File: src/rtl/mem_wb_pipe_stage_pkg.sv
// mem_wb_pkg: shared beat type, default widths and write-back select helper
package mem_wb_pkg;
   localparam int DATA_W_DEF = 64;
   localparam int RD_W_DEF   = 5;
   typedef struct packed {
      logic                  regwrite;
      logic                  memtoreg;
      logic [DATA_W_DEF-1:0] mem_data;
      logic [DATA_W_DEF-1:0] alu_data;
      logic [RD_W_DEF-1:0]   rd;
      logic [DATA_W_DEF-1:0] wb_data;
   } wb_beat_t;
   function automatic logic [DATA_W_DEF-1:0] wb_select(input logic memtoreg,
                                                       input logic [DATA_W_DEF-1:0] mem,
                                                       input logic [DATA_W_DEF-1:0] alu);
      return memtoreg ? mem : alu;
   endfunction
endpackage

File: src/rtl/mem_wb_pipe_stage_if.sv
// mem_wb_pipe_stage_if: MEM-side and WB-side handshake bus of the MEM/WB stage
interface mem_wb_pipe_stage_if #(parameter int DATA_W = 64, parameter int RD_W = 5);
   logic              in_valid;
   logic              in_ready;
   logic              in_regwrite;
   logic              in_memtoreg;
   logic [DATA_W-1:0] in_mem_data;
   logic [DATA_W-1:0] in_alu_data;
   logic [RD_W-1:0]   in_rd;
   logic              out_valid;
   logic              out_ready;
   logic              out_regwrite;
   logic              out_memtoreg;
   logic [DATA_W-1:0] out_mem_data;
   logic [DATA_W-1:0] out_alu_data;
   logic [RD_W-1:0]   out_rd;
   logic [DATA_W-1:0] wb_data;
   logic              fwd_en;
   logic [RD_W-1:0]   fwd_rd;
   logic [DATA_W-1:0] fwd_data;
   modport slave (
      input  in_valid, in_regwrite, in_memtoreg, in_mem_data, in_alu_data, in_rd, out_ready,
      output in_ready, out_valid, out_regwrite, out_memtoreg, out_mem_data, out_alu_data,
             out_rd, wb_data, fwd_en, fwd_rd, fwd_data
   );
   modport master (
      output in_valid, in_regwrite, in_memtoreg, in_mem_data, in_alu_data, in_rd, out_ready,
      input  in_ready, out_valid, out_regwrite, out_memtoreg, out_mem_data, out_alu_data,
             out_rd, wb_data, fwd_en, fwd_rd, fwd_data
   );
endinterface

File: src/rtl/mem_wb_pipe_stage_skid.sv
// skid_buffer_2: 2-entry FIFO-ordered valid/ready skid with registered in_ready
module skid_buffer_2 #(parameter int W = 8) (
   input  logic         clk,
   input  logic         reset,
   input  logic         clr,
   input  logic         in_valid,
   output logic         in_ready,
   input  logic [W-1:0] in_data,
   output logic         out_valid,
   input  logic         out_ready,
   output logic [W-1:0] out_data
);
   logic         m_valid_q, m_valid_d, s_valid_q, s_valid_d;
   logic [W-1:0] m_data_q, m_data_d, s_data_q, s_data_d;
   logic         accept, pop, m_load, s_load;
   assign in_ready  = ~reset & ~s_valid_q;
   assign out_valid = m_valid_q;
   assign out_data  = m_data_q;
   assign accept    = in_valid & in_ready;
   assign pop       = m_valid_q & out_ready;
   assign m_load    = ~m_valid_q | pop;
   assign s_load    = accept & m_valid_q & ~pop;
   // M refills from S first so order stays FIFO; clr drops valids but keeps data
   always_comb begin
      m_valid_d = (reset | clr) ? 1'b0 : (m_load ? (s_valid_q | accept) : 1'b1);
      m_data_d  = reset ? '0 : (clr | ~m_load) ? m_data_q : s_valid_q ? s_data_q : accept ? in_data : m_data_q;
      s_valid_d = (reset | clr) ? 1'b0 : (s_valid_q ? ~pop : s_load);
      s_data_d  = reset ? '0 : (s_load & ~clr) ? in_data : s_data_q;
   end
   // entry registers
   always_ff @(posedge clk) begin
      m_valid_q <= m_valid_d;
      s_valid_q <= s_valid_d;
      m_data_q  <= m_data_d;
      s_data_q  <= s_data_d;
   end
endmodule

File: src/rtl/mem_wb_pipe_stage.sv
// mem_wb_pipe_stage: MEM/WB register with skid buffer, x0 squash, forwarding tap and stall counter
module mem_wb_pipe_stage import mem_wb_pkg::*; #(
   parameter int DATA_W    = DATA_W_DEF,
   parameter int RD_W      = RD_W_DEF,
   parameter int CNT_W     = 16,
   parameter int SQUASH_X0 = 1
) (
   input  logic                clk,
   input  logic                reset,
   input  logic                flush,
   mem_wb_pipe_stage_if.slave  bus,
   output logic [CNT_W-1:0]    stall_cnt
);
   localparam int BW = 2 + 3 * DATA_W + RD_W;
   logic [BW-1:0]    beat_in, beat_out;
   logic [CNT_W-1:0] stall_cnt_q, stall_cnt_d;
   logic             out_valid;
   // capture: squash writes to x0 and resolve the write-back mux before storing
   always_comb begin
      beat_in = {bus.in_regwrite & ~((SQUASH_X0 != 0) && (bus.in_rd == '0)), bus.in_memtoreg,
                 bus.in_mem_data, bus.in_alu_data, bus.in_rd,
                 bus.in_memtoreg ? bus.in_mem_data : bus.in_alu_data};
   end
   skid_buffer_2 #(.W(BW)) u_skid (
      .clk(clk), .reset(reset), .clr(flush),
      .in_valid(bus.in_valid), .in_ready(bus.in_ready), .in_data(beat_in),
      .out_valid(out_valid), .out_ready(bus.out_ready), .out_data(beat_out)
   );
   assign {bus.out_regwrite, bus.out_memtoreg, bus.out_mem_data, bus.out_alu_data,
           bus.out_rd, bus.wb_data} = beat_out;
   assign bus.out_valid = out_valid;
   assign bus.fwd_en    = out_valid & bus.out_regwrite;
   assign bus.fwd_rd    = bus.out_rd;
   assign bus.fwd_data  = bus.wb_data;
   assign stall_cnt     = stall_cnt_q;
   // saturating count of cycles the WB side holds off a valid beat
   always_comb begin
      stall_cnt_d = reset ? '0 : (out_valid & ~bus.out_ready & ~&stall_cnt_q) ? stall_cnt_q + 1'b1 : stall_cnt_q;
   end
   // stall counter register
   always_ff @(posedge clk) begin
      stall_cnt_q <= stall_cnt_d;
   end
endmodule

File: src/flat_wrapper.sv
// flat-port wrapper written by rule: the top's interface ports become plain ports
module mem_wb_pipe_stage_flat import mem_wb_pkg::*;
#(
   parameter int DATA_W    = DATA_W_DEF,
   parameter int RD_W      = RD_W_DEF,
   parameter int CNT_W     = 16,
   parameter int SQUASH_X0 = 1
)
  (clk, reset, flush, stall_cnt, bus_in_valid, bus_in_regwrite, bus_in_memtoreg, bus_in_mem_data, bus_in_alu_data, bus_in_rd, bus_out_ready, bus_in_ready, bus_out_valid, bus_out_regwrite, bus_out_memtoreg, bus_out_mem_data, bus_out_alu_data, bus_out_rd, bus_wb_data, bus_fwd_en, bus_fwd_rd, bus_fwd_data);
  mem_wb_pipe_stage_if #(.DATA_W(DATA_W), .RD_W(RD_W)) bus_i ();
  input  logic clk;
  input  logic reset;
  input  logic flush;
  output logic [CNT_W-1:0] stall_cnt;
  input wire logic [$bits(bus_i.in_valid)-1:0] bus_in_valid;
  input wire logic [$bits(bus_i.in_regwrite)-1:0] bus_in_regwrite;
  input wire logic [$bits(bus_i.in_memtoreg)-1:0] bus_in_memtoreg;
  input wire logic [$bits(bus_i.in_mem_data)-1:0] bus_in_mem_data;
  input wire logic [$bits(bus_i.in_alu_data)-1:0] bus_in_alu_data;
  input wire logic [$bits(bus_i.in_rd)-1:0] bus_in_rd;
  input wire logic [$bits(bus_i.out_ready)-1:0] bus_out_ready;
  output wire logic [$bits(bus_i.in_ready)-1:0] bus_in_ready;
  output wire logic [$bits(bus_i.out_valid)-1:0] bus_out_valid;
  output wire logic [$bits(bus_i.out_regwrite)-1:0] bus_out_regwrite;
  output wire logic [$bits(bus_i.out_memtoreg)-1:0] bus_out_memtoreg;
  output wire logic [$bits(bus_i.out_mem_data)-1:0] bus_out_mem_data;
  output wire logic [$bits(bus_i.out_alu_data)-1:0] bus_out_alu_data;
  output wire logic [$bits(bus_i.out_rd)-1:0] bus_out_rd;
  output wire logic [$bits(bus_i.wb_data)-1:0] bus_wb_data;
  output wire logic [$bits(bus_i.fwd_en)-1:0] bus_fwd_en;
  output wire logic [$bits(bus_i.fwd_rd)-1:0] bus_fwd_rd;
  output wire logic [$bits(bus_i.fwd_data)-1:0] bus_fwd_data;
  assign bus_i.in_valid = bus_in_valid;
  assign bus_i.in_regwrite = bus_in_regwrite;
  assign bus_i.in_memtoreg = bus_in_memtoreg;
  assign bus_i.in_mem_data = bus_in_mem_data;
  assign bus_i.in_alu_data = bus_in_alu_data;
  assign bus_i.in_rd = bus_in_rd;
  assign bus_i.out_ready = bus_out_ready;
  assign bus_in_ready = bus_i.in_ready;
  assign bus_out_valid = bus_i.out_valid;
  assign bus_out_regwrite = bus_i.out_regwrite;
  assign bus_out_memtoreg = bus_i.out_memtoreg;
  assign bus_out_mem_data = bus_i.out_mem_data;
  assign bus_out_alu_data = bus_i.out_alu_data;
  assign bus_out_rd = bus_i.out_rd;
  assign bus_wb_data = bus_i.wb_data;
  assign bus_fwd_en = bus_i.fwd_en;
  assign bus_fwd_rd = bus_i.fwd_rd;
  assign bus_fwd_data = bus_i.fwd_data;
  mem_wb_pipe_stage #(.DATA_W(DATA_W), .RD_W(RD_W), .CNT_W(CNT_W), .SQUASH_X0(SQUASH_X0)) u_core (.clk(clk), .reset(reset), .flush(flush), .bus(bus_i), .stall_cnt(stall_cnt));
endmodule
File: config.mk
export PLATFORM = sky130hd
export DESIGN_NAME = mem_wb_pipe_stage_flat
export DESIGN_NICKNAME = d
export VERILOG_FILES = /design/src/rtl/mem_wb_pipe_stage_pkg.sv /design/src/rtl/mem_wb_pipe_stage_if.sv /design/src/rtl/mem_wb_pipe_stage_skid.sv /design/src/rtl/mem_wb_pipe_stage.sv /design/src/flat_wrapper.sv
export SDC_FILE = /design/constraint.sdc
export NUM_CORES = 1
export LEC_CHECK = 0
export CORE_UTILIZATION = 50
export CTS_CLUSTER_SIZE = 8
export DETAILED_ROUTE_END_ITERATION = 10
export GPL_TIMING_DRIVEN = 1
export PLACE_DENSITY = 0.83
export SYNTH_ARGS = -nofsm -noshare
export SYNTH_HDL_FRONTEND = slang
export SYNTH_HIERARCHICAL = 1
export SYNTH_SLANG_ARGS = --single-unit
File: constraint.sdc
create_clock -name clk -period 4.15 [get_ports clk]
set_input_delay 1.0375 -clock clk [delete_from_list [all_inputs] [get_ports clk]]
set_output_delay 1.0375 -clock clk [all_outputs]
set_load 0.005 [all_outputs]
**Word-level counts from Yosys, hierarchy flattened**

Index checks and enable logic that the tools add are counted.

- Add/subtract/negate cells: 1
- Multiplexer cells: 5
- Bitwise gates (word level): 23
- Reductions and logical operators: 5

Operator list:

| kind | number |
|---|---|
| 2-to-1 mux 199 bit | 2 |
| 2-to-1 mux 64 bit | 1 |
| adder 16 x 1 -> 16 bit, second input constant | 1 |
| AND reduction 16 bit | 1 |
| bitwise AND 1 bit | 10 |
| NOT 1 bit | 9 |
| logical NOT 5 bit | 1 |
| OR 1 bit | 4 |
| 2-to-1 mux 1 bit | 2 |
| AND reduction 2 bit | 1 |
| nonzero test 2 bit | 1 |
| logical NOT 1 bit | 1 |

- Register bits: 416
- Input port bits: 140
- Output and inout port bits: 287

**Longest topological paths before layout**

Gate-level depths: netlist of the first run.

- Word-level depth: 6
- Mapped depth: 7
- Mapped depth without buffers: 5

**By module**

The synthesis of the first run kept the hierarchy.

Modules (own cells, without submodules):

| module | instances | cells each | area each (um^2) | seq. area each (um^2) |
|---|---|---|---|---|
| skid_buffer_2 | 1 | 1746 | 18577.8 | 8007.7 |
| mem_wb_pipe_stage | 1 | 242 | 2155.8 | 320.3 |

**Worst setup path after synthesis of the first run**

No wires, ideal clock.

- Path type: input port to output port
- Start: input port reset
- End: output port bus_in_ready
- Arrival: 1.833 ns
- Required time: 3.113 ns
- Slack: 1.279 ns
- Stages: 5
- Path buffers: 4
- Cell sequence: buf_2 buf_4 buf_4 clkbuf_1 nor2_1

- Word-level cells in the longest chain between the ends: 2

RTL lines:

| item | line | source |
|---|---|---|
| start: declaration | flat_wrapper.sv:12 | `input logic reset;` |
| NOT 1 bit | mem_wb_pipe_stage_skid.sv:16 | `assign in_ready = ~reset & ~s_valid_q;` |
| bitwise AND 1 bit | mem_wb_pipe_stage_skid.sv:16 |  |
| end: declaration | flat_wrapper.sv:22 | `output wire logic [$bits(bus_i.in_ready)-1:0] bus_in_ready;` |

No other way between the ends.

**Worst setup path after layout of the first run**

- Start: register u_core.u_skid.m_valid_q (netlist: u_core/u_skid/out_valid)
- End: output port bus_fwd_en

- Word-level cells in the longest chain between the ends: 1

RTL lines:

| item | line | source |
|---|---|---|
| start: declaration | mem_wb_pipe_stage_skid.sv:13 | `logic m_valid_q, m_valid_d, s_valid_q, s_valid_d;` |
| start signal: assignment | mem_wb_pipe_stage_skid.sv:32 | `m_valid_q <= m_valid_d;` |
| bitwise AND 1 bit | mem_wb_pipe_stage.sv:32 | `assign bus.fwd_en = out_valid & bus.out_regwrite;` |
| end: declaration | flat_wrapper.sv:30 | `output wire logic [$bits(bus_i.fwd_en)-1:0] bus_fwd_en;` |

No other way between the ends.

==> impl_metrics.yaml, run 1 <==
floorplanning:
  initial_utilization_pct: 50.78
  die-width_um: 205.6
  num_io_pins: 427
  row_count: 74
  floorplan_core_area_um2: 40830
  die-height_um: 205.6
  dieArea_um2: 42290
clock_tree:
  cts.repair_timing.setup_buffer_count: 0
  cts.sink_count: 416
  clk_latency_ns: 0.58
  post_cts_resized: 0
  cts_made_buffers: 57
  clkSlewWorstSetupHoldPaths_ns: 0.05
  cts_tree: "built"
  clock_tree.root_cell: "sky130_fd_sc_hd__clkbuf_16"
  cts_hold_repair.buffers: 0
  cts_max_path_buffers: 3
  h-tree-depth: 2
yosys:
  synthesis.area_um2: 20730
  synth-xor-area-share_pct: 0
  synthAdderAreaFrac_pct: 0.06035
  post_synth_num_cell_types: 44
  yosysTopAreaCellShare_pct: 40.17
  ys_dominant_reg_cell: "sky130_fd_sc_hd__dfxtp_1"
  synth_top_area_cell: "sky130_fd_sc_hd__dfxtp_1"
  post_synth.cell_area_avg_um2: 10.43
  synthTopCellsByArea: "sky130_fd_sc_hd__dfxtp_1 (40%), sky130_fd_sc_hd__mux2_2 (19%), sky130_fd_sc_hd__nor2b_1 (12%)"
  share_of_the_synthesized_area_in_compound_gates_ao_oa_aoi_oai_pct: 0.7905
  ys.warnings.count: 6
  share_of_async_settable_or_async_resettable_flops_after_synthesis_pct: 0
  synth.area.mux_share_pct: 34.98
  seq_area_frac_synth_pct: 40.17
  synth_top_family_by_area: "multiplexers"
  netlist_instances: 1988
  synth_enable_flop_cells: 0
  ys_ff_latch: 416
  synth_nets: 2129
  synth_simple_gate_area_share_pct: 17.78
worst_setup_path:
  path_max_fanout: 11
  critical_path.endpoint_type: "output pin"
  critical_path.startpoint_type: "register"
  path_cells: "and2_1 > clkdlybuf4s50_1"
  crit_arrival_ns: 1.97
  timing.setup.critical_path_class: "register to output pin"
  cp.required_ns: 3.11
  critical-path-slowest-cell: "sky130_fd_sc_hd__dfxtp_1"
  maximum_cell_stage_delay_along_the_critical_path_ns: 0.67
finish:
  design.final.nets: 2415
  final_layout_size_suffix_gt1_share_pct: 19.38
  most_common_cell_after_layout_fill_and_taps_aside: "sky130_fd_sc_hd__clkdlybuf4s50_1"
  final_cell_count_no_fill: 2809
  syn2layout_area_growth_pct: 26.00
  layout.cells.most_common_list: "sky130_fd_sc_hd__clkdlybuf4s50_1 (424), sky130_fd_sc_hd__dfxtp_1 (415), sky130_fd_sc_hd__nor2b_1 (394), sky130_fd_sc_hd__mux2_2 (347)"
placement:
  port_buffers: 426
  dpl.hpwl_mm: 32.15
  place_congestion: 0.8401
  placed_cells_incl_taps: 2747
routing:
  total_wire_length_after_detailed_routing_mm: 49.40
  routed_via_density: 5.203
  drt-pass1-iter-count: 5
  detail_route.iter0.violations: 733
  drc: 0
  avgRoutedWirePerCell_um: 17.59
  routed-via-count: 14610
  final_antenna_net_count: 0
global_routing:
  grt_first_pass_wirelength_mm: 76.88
  track_usage_pct: 22.57
  grt-ovfl-total: 0
  antenna_found_initial: 1
  first_global_vias: 14600
  grt_max_degree: 251
worst_hold_path:
  hold_path.class: "register to register"
power_and_ir_drop:
  fin_total_pwr_mw: 9.174
  power.static_leakage_nw: 10.26
  power_density_nw_per_um2: 351.2
  ir_drop_mv: 0.2888
timing:
  final_min_period_over_clock_period_pct: 72.37
  clock-skew-final_ns: 0.01423
  grt_setup_unrepaired: "false"
  fmax_mhz: 333.0
  fin_setup_tns_ns: 0
  slew-limit-headroom_pct: 20.53
  period_needed_ns: 3.003
  setup_violations: 0
  slew_violations: 0
  final_report_hold_violation_count: 0
  tightestPinTransition_ns: 1.192
status:
  run_status: "complete, no violations"
flow_run:
  maxCapViolCount: 0
## kinds of logic (layout without fill, tap and decap cells)
kind of cell    Yosys count  after routing
compound gates           25             25
simple gates            665            665
fa+ha+maj                 1              1
flops                   416            416
buf+inv                 217            505
other cells               0              1
mux                     664            664
## state kept, by name, indices dropped and copies added (netlist names)
signal,cells
u_core/u_skid/s_valid_q,1
u_core/stall_cnt,16
u_core/u_skid/out_data,199
u_core/u_skid/s_data_q,199
u_core/u_skid/out_valid,1
## where the power goes
group          switching [mW]  leakage (nW)  internal (mW)  total, mW
Combinational           0.406          6.16          0.543      0.949
Sequential             0.0652          3.37           4.10       4.16
Clock                    1.60         0.733           2.46       4.06
Total                    2.07          10.3           7.10       9.17
## Yosys cell counts (2+ instances only)
library cell	instances
sky130_fd_sc_hd__a211oi_1	2
sky130_fd_sc_hd__nand2b_1	15
sky130_fd_sc_hd__nand4_1	2
sky130_fd_sc_hd__nor3_1	9
sky130_fd_sc_hd__o21ai_0	3
sky130_fd_sc_hd__nor4_2	3
sky130_fd_sc_hd__mux2_2	347
sky130_fd_sc_hd__nand3_1	7
sky130_fd_sc_hd__and2_1	2
sky130_fd_sc_hd__nor2_1	207
sky130_fd_sc_hd__a21oi_1	9
sky130_fd_sc_hd__and3_1	2
sky130_fd_sc_hd__o31ai_1	5
sky130_fd_sc_hd__buf_4	72
sky130_fd_sc_hd__mux2i_1	207
sky130_fd_sc_hd__mux2_1	101
sky130_fd_sc_hd__inv_1	4
sky130_fd_sc_hd__or2_0	2
sky130_fd_sc_hd__or4_1	5
sky130_fd_sc_hd__clkbuf_1	73
sky130_fd_sc_hd__buf_2	44
sky130_fd_sc_hd__dfxtp_1	416
sky130_fd_sc_hd__buf_6	20
sky130_fd_sc_hd__nand2_1	3
sky130_fd_sc_hd__buf_1	4
sky130_fd_sc_hd__nor2b_1	394
sky130_fd_sc_hd__mux2_4	9
sky130_fd_sc_hd__or3_1	3
sky130_fd_sc_hd__nor3b_1	2
sky130_fd_sc_hd__and4b_1	2
## metrics by stage
stage	setup slack (ns)	area (um2)	util (%)	hold WS, ns
final	1.147	26130	63.98	0.4764
after global routing	1.082	26130	63.98	0.5022
after CTS	1.113	26120	63.98	0.4811
after detailed placement	0.8724	24630	60.33	0.4711
after global placement	0.9403	24630	60.33	0.4579
after floorplan	1.279	20730	-	0.4485
## area by class of cell
cell class	instances	area, um2
clock buffers	60	1480
multi-input cells	1355	11140
diodes	1	2.502
inverters	4	15.01
well taps	532	665.6
clock inverters	1	8.758
flip-flops and latches	416	8332
repair buffers	440	4484
fillers	3197	14710
## layer usage
| metal | GRT usage (%) | wire (um) | vias up |
|---|---|---|---|
| met5 | 0 | 0 | - |
| met1 | 28.64 | 21760 | 6961 |
| met2 | 36.72 | 23130 | 378 |
| met3 | 4.926 | 2842 | 94 |
| met4 | 9.762 | 1674 | 0 |
| li1 | - | - | 7181 |
## critical path: cells and delay by family, from the launching register on
kind | cells | cell delay [ns]
buffers and inverters | 1 | 0.50
flip-flops | 1 | 0.67
AND/OR/NAND/NOR | 1 | 0.21
## final timing paths
path                                 end  cells past startpoint  slack (ns)                         from
max                           bus_fwd_en                      2        1.15      u_core/u_skid/out_valid
min reg2reg  u_core/u_skid/s_data_q[160]                      2        0.48  u_core/u_skid/s_data_q[160]
min          u_core/u_skid/s_data_q[160]                      2        0.48  u_core/u_skid/s_data_q[160]
max reg2reg  u_core/u_skid/out_data[174]                      4        1.59      u_core/u_skid/s_valid_q
Power figures use the tool's default switching activity.
==> inputs of run 2 (changes only) <==
--- a/config.mk
+++ b/config.mk
@@ -5,11 +5,11 @@
 export SDC_FILE = /design/constraint.sdc
 export NUM_CORES = 1
 export LEC_CHECK = 0
-export CORE_UTILIZATION = 50
+export CORE_UTILIZATION = 47
 export CTS_CLUSTER_SIZE = 8
 export DETAILED_ROUTE_END_ITERATION = 10
 export GPL_TIMING_DRIVEN = 1
-export PLACE_DENSITY = 0.83
+export PLACE_DENSITY = 0.82
 export SYNTH_ARGS = -nofsm -noshare
 export SYNTH_HDL_FRONTEND = slang
 export SYNTH_HIERARCHICAL = 1
==> constraint.sdc (replaced) <==
create_clock -name clk -period 2.5 [get_ports clk]
set_input_delay 0.625 -clock clk [delete_from_list [all_inputs] [get_ports clk]]
set_output_delay 0.625 -clock clk [all_outputs]
set_load 0.005 [all_outputs]
==> impl_metrics.yaml, run 2 (synthesis gave the netlist of run 1 again) <==
status:
  run_status: "complete, no violations"
floorplanning:
  die-width_um: 212.0
  die-height_um: 212.0
  floorplan_core_area_um2: 43270
  initial_utilization_pct: 47.92
  num_io_pins: 427
  dieArea_um2: 44960
  row_count: 76
clock_tree:
  cts_max_path_buffers: 3
  cts_made_buffers: 58
  cts.sink_count: 416
  clock_tree.root_cell: "sky130_fd_sc_hd__clkbuf_16"
  clkSlewWorstSetupHoldPaths_ns: 0.05
  cts_tree: "built"
  cts.repair_timing.setup_buffer_count: 0
  cts_hold_repair.buffers: 0
  h-tree-depth: 2
  clk_latency_ns: 0.60
worst_hold_path:
  worst_hold_path.num_cells: 2
  hold_path.class: "primary input to register"
  worstHoldEndpoint: "u_core/u_skid/s_valid_q"
  min_from: "reset"
timing:
  grt_setup_unrepaired: "false"
  clock-skew-final_ns: 0.02398
  fmax_mhz: 424.3
  final_report_hold_violation_count: 0
  final_min_period_over_clock_period_pct: 94.27
  slew-limit-headroom_pct: 43.51
  tightestPinTransition_ns: 0.8474
  period_needed_ns: 2.357
  slew_violations: 0
  setup_violations: 0
global_routing:
  first_global_vias: 15180
  grt_max_degree: 192
  track_usage_pct: 21.99
  antenna_found_initial: 1
  grt-ovfl-total: 0
  grt_first_pass_wirelength_mm: 79.63
worst_setup_path:
  cp.required_ns: 1.88
  path_max_fanout: 3
  critical_path.reg2reg.endpoint: "u_core/stall_cnt[0]"
  setup.reg_to_reg.worst_slack_ns: 0.56
  critical_path.startpoint_type: "register"
  r2r.worst_path.cells: 4
  timing.rr.start: "u_core/stall_cnt[12]"
  path_cells: "and2_1 > clkdlybuf4s50_1"
  crit_arrival_ns: 1.73
  timing.setup.critical_path_class: "register to output pin"
  critical-path-slowest-cell: "sky130_fd_sc_hd__clkdlybuf4s50_1"
  maximum_cell_stage_delay_along_the_critical_path_ns: 0.50
  critical_path.endpoint_type: "output pin"
routing:
  routed_via_density: 5.092
  total_wire_length_after_detailed_routing_mm: 50.72
  drt-pass1-iter-count: 5
  avgRoutedWirePerCell_um: 17.44
  final_antenna_net_count: 0
  detail_route.iter0.violations: 703
  routed-via-count: 14810
  drc: 0
finish:
  layout.cells.most_common_list: "sky130_fd_sc_hd__clkdlybuf4s50_1 (423), sky130_fd_sc_hd__dfxtp_1 (414), sky130_fd_sc_hd__nor2b_1 (394), sky130_fd_sc_hd__mux2_2 (347)"
  most_common_cell_after_layout_fill_and_taps_aside: "sky130_fd_sc_hd__clkdlybuf4s50_1"
  design.final.nets: 2457
  layout.filler_cells: 3452
  finalCoreUtilization_pct: 61.76
  syn2layout_area_growth_pct: 28.88
  final_layout_size_suffix_gt1_share_pct: 20.95
placement:
  port_buffers: 426
  place_congestion: 0.8332
  dpl.hpwl_mm: 34.82
power_and_ir_drop:
  power.static_leakage_nw: 10.54
  power_density_nw_per_um2: 579.3
  ir_drop_mv: 0.5401
  fin_total_pwr_mw: 15.48
flow_run:
  maxCapViolCount: 0
==> run 2: stage by stage <==
step | std cells | setup WS, ns | cell area (um2) | setup TNS, ns | hold WS [ns]
after CTS | 2905 | 0.1032 | 26710 | 0 | 0.3443
after floorplan | 1988 | 0.3279 | 20730 | 0 | 0.4485
after global routing | 2905 | 0.06852 | 26710 | 0 | 0.3883
after global placement | 2841 | 0.02278 | 25170 | 0 | 0.4580
after detailed placement | 2841 | -0.03185 | 25170 | -0.03897 | 0.4681
final | 2908 | 0.1433 | 26720 | 0 | 0.3766
==> run 2: cell type report <==
class	instances	area, um2	share of cell area [%]
multi-input cells	1355	11140	41.68
well taps	585	732.0	2.739
diodes	3	7.507	0.02810
repair buffers	481	4954	18.54
flip-flops and latches	416	8333	31.19
clock inverters	2	12.51	0.04683
inverters	4	15.01	0.05619
clock buffers	62	1530	5.727
==> run 2: power by group <==
| group | switching [mW] | total, mW | internal (mW) |
|---|---|---|---|
| registers | 0.107 | 6.91 | 6.80 |
| logic | 0.700 | 1.63 | 0.934 |
| clock network | 2.72 | 6.94 | 4.22 |
| total | 3.52 | 15.5 | 12.0 |
==> run 2: worst max path at each step <==
| stage | to | start | depth (start not counted) | slack (ns) |
|---|---|---|---|---|
| after detailed placement | u_core/stall_cnt[9] | bus_out_ready | 6 | -0.03 |
| after CTS | bus_fwd_en | u_core/u_skid/out_valid | 2 | 0.10 |
| after global routing | bus_fwd_en | u_core/u_skid/out_valid | 2 | 0.07 |
| after floorplan | u_core/u_skid/out_data[27] | bus_in_memtoreg | 6 | 0.33 |
| after global placement | u_core/stall_cnt[9] | bus_out_ready | 6 | 0.02 |
| final | bus_fwd_en | u_core/u_skid/out_data[198] | 2 | 0.14 |
==> run 2: timing repair <==
item / 4_1_cts / 5_1_grt
endpoints found under the hold margin: 0 / 0
resized for setup: 2 / 0
setup endpoints to repair: 2 / 0
==> run 2: critical path: cells and delay by family (launching register included) <==
family,cells,cell delay [ns]
buf+inv,1,0.50
flops,1,0.46
simple gates,1,0.18
==> run 2: layer usage <==
layer  vias up  wire length [um]  track usage [%]
met1      7044             21800            27.59
met3        97              2771            4.756
met4         0              1825            9.495
met2       396             24320            36.26
li1       7271                 -                -
met5         -                 0                0
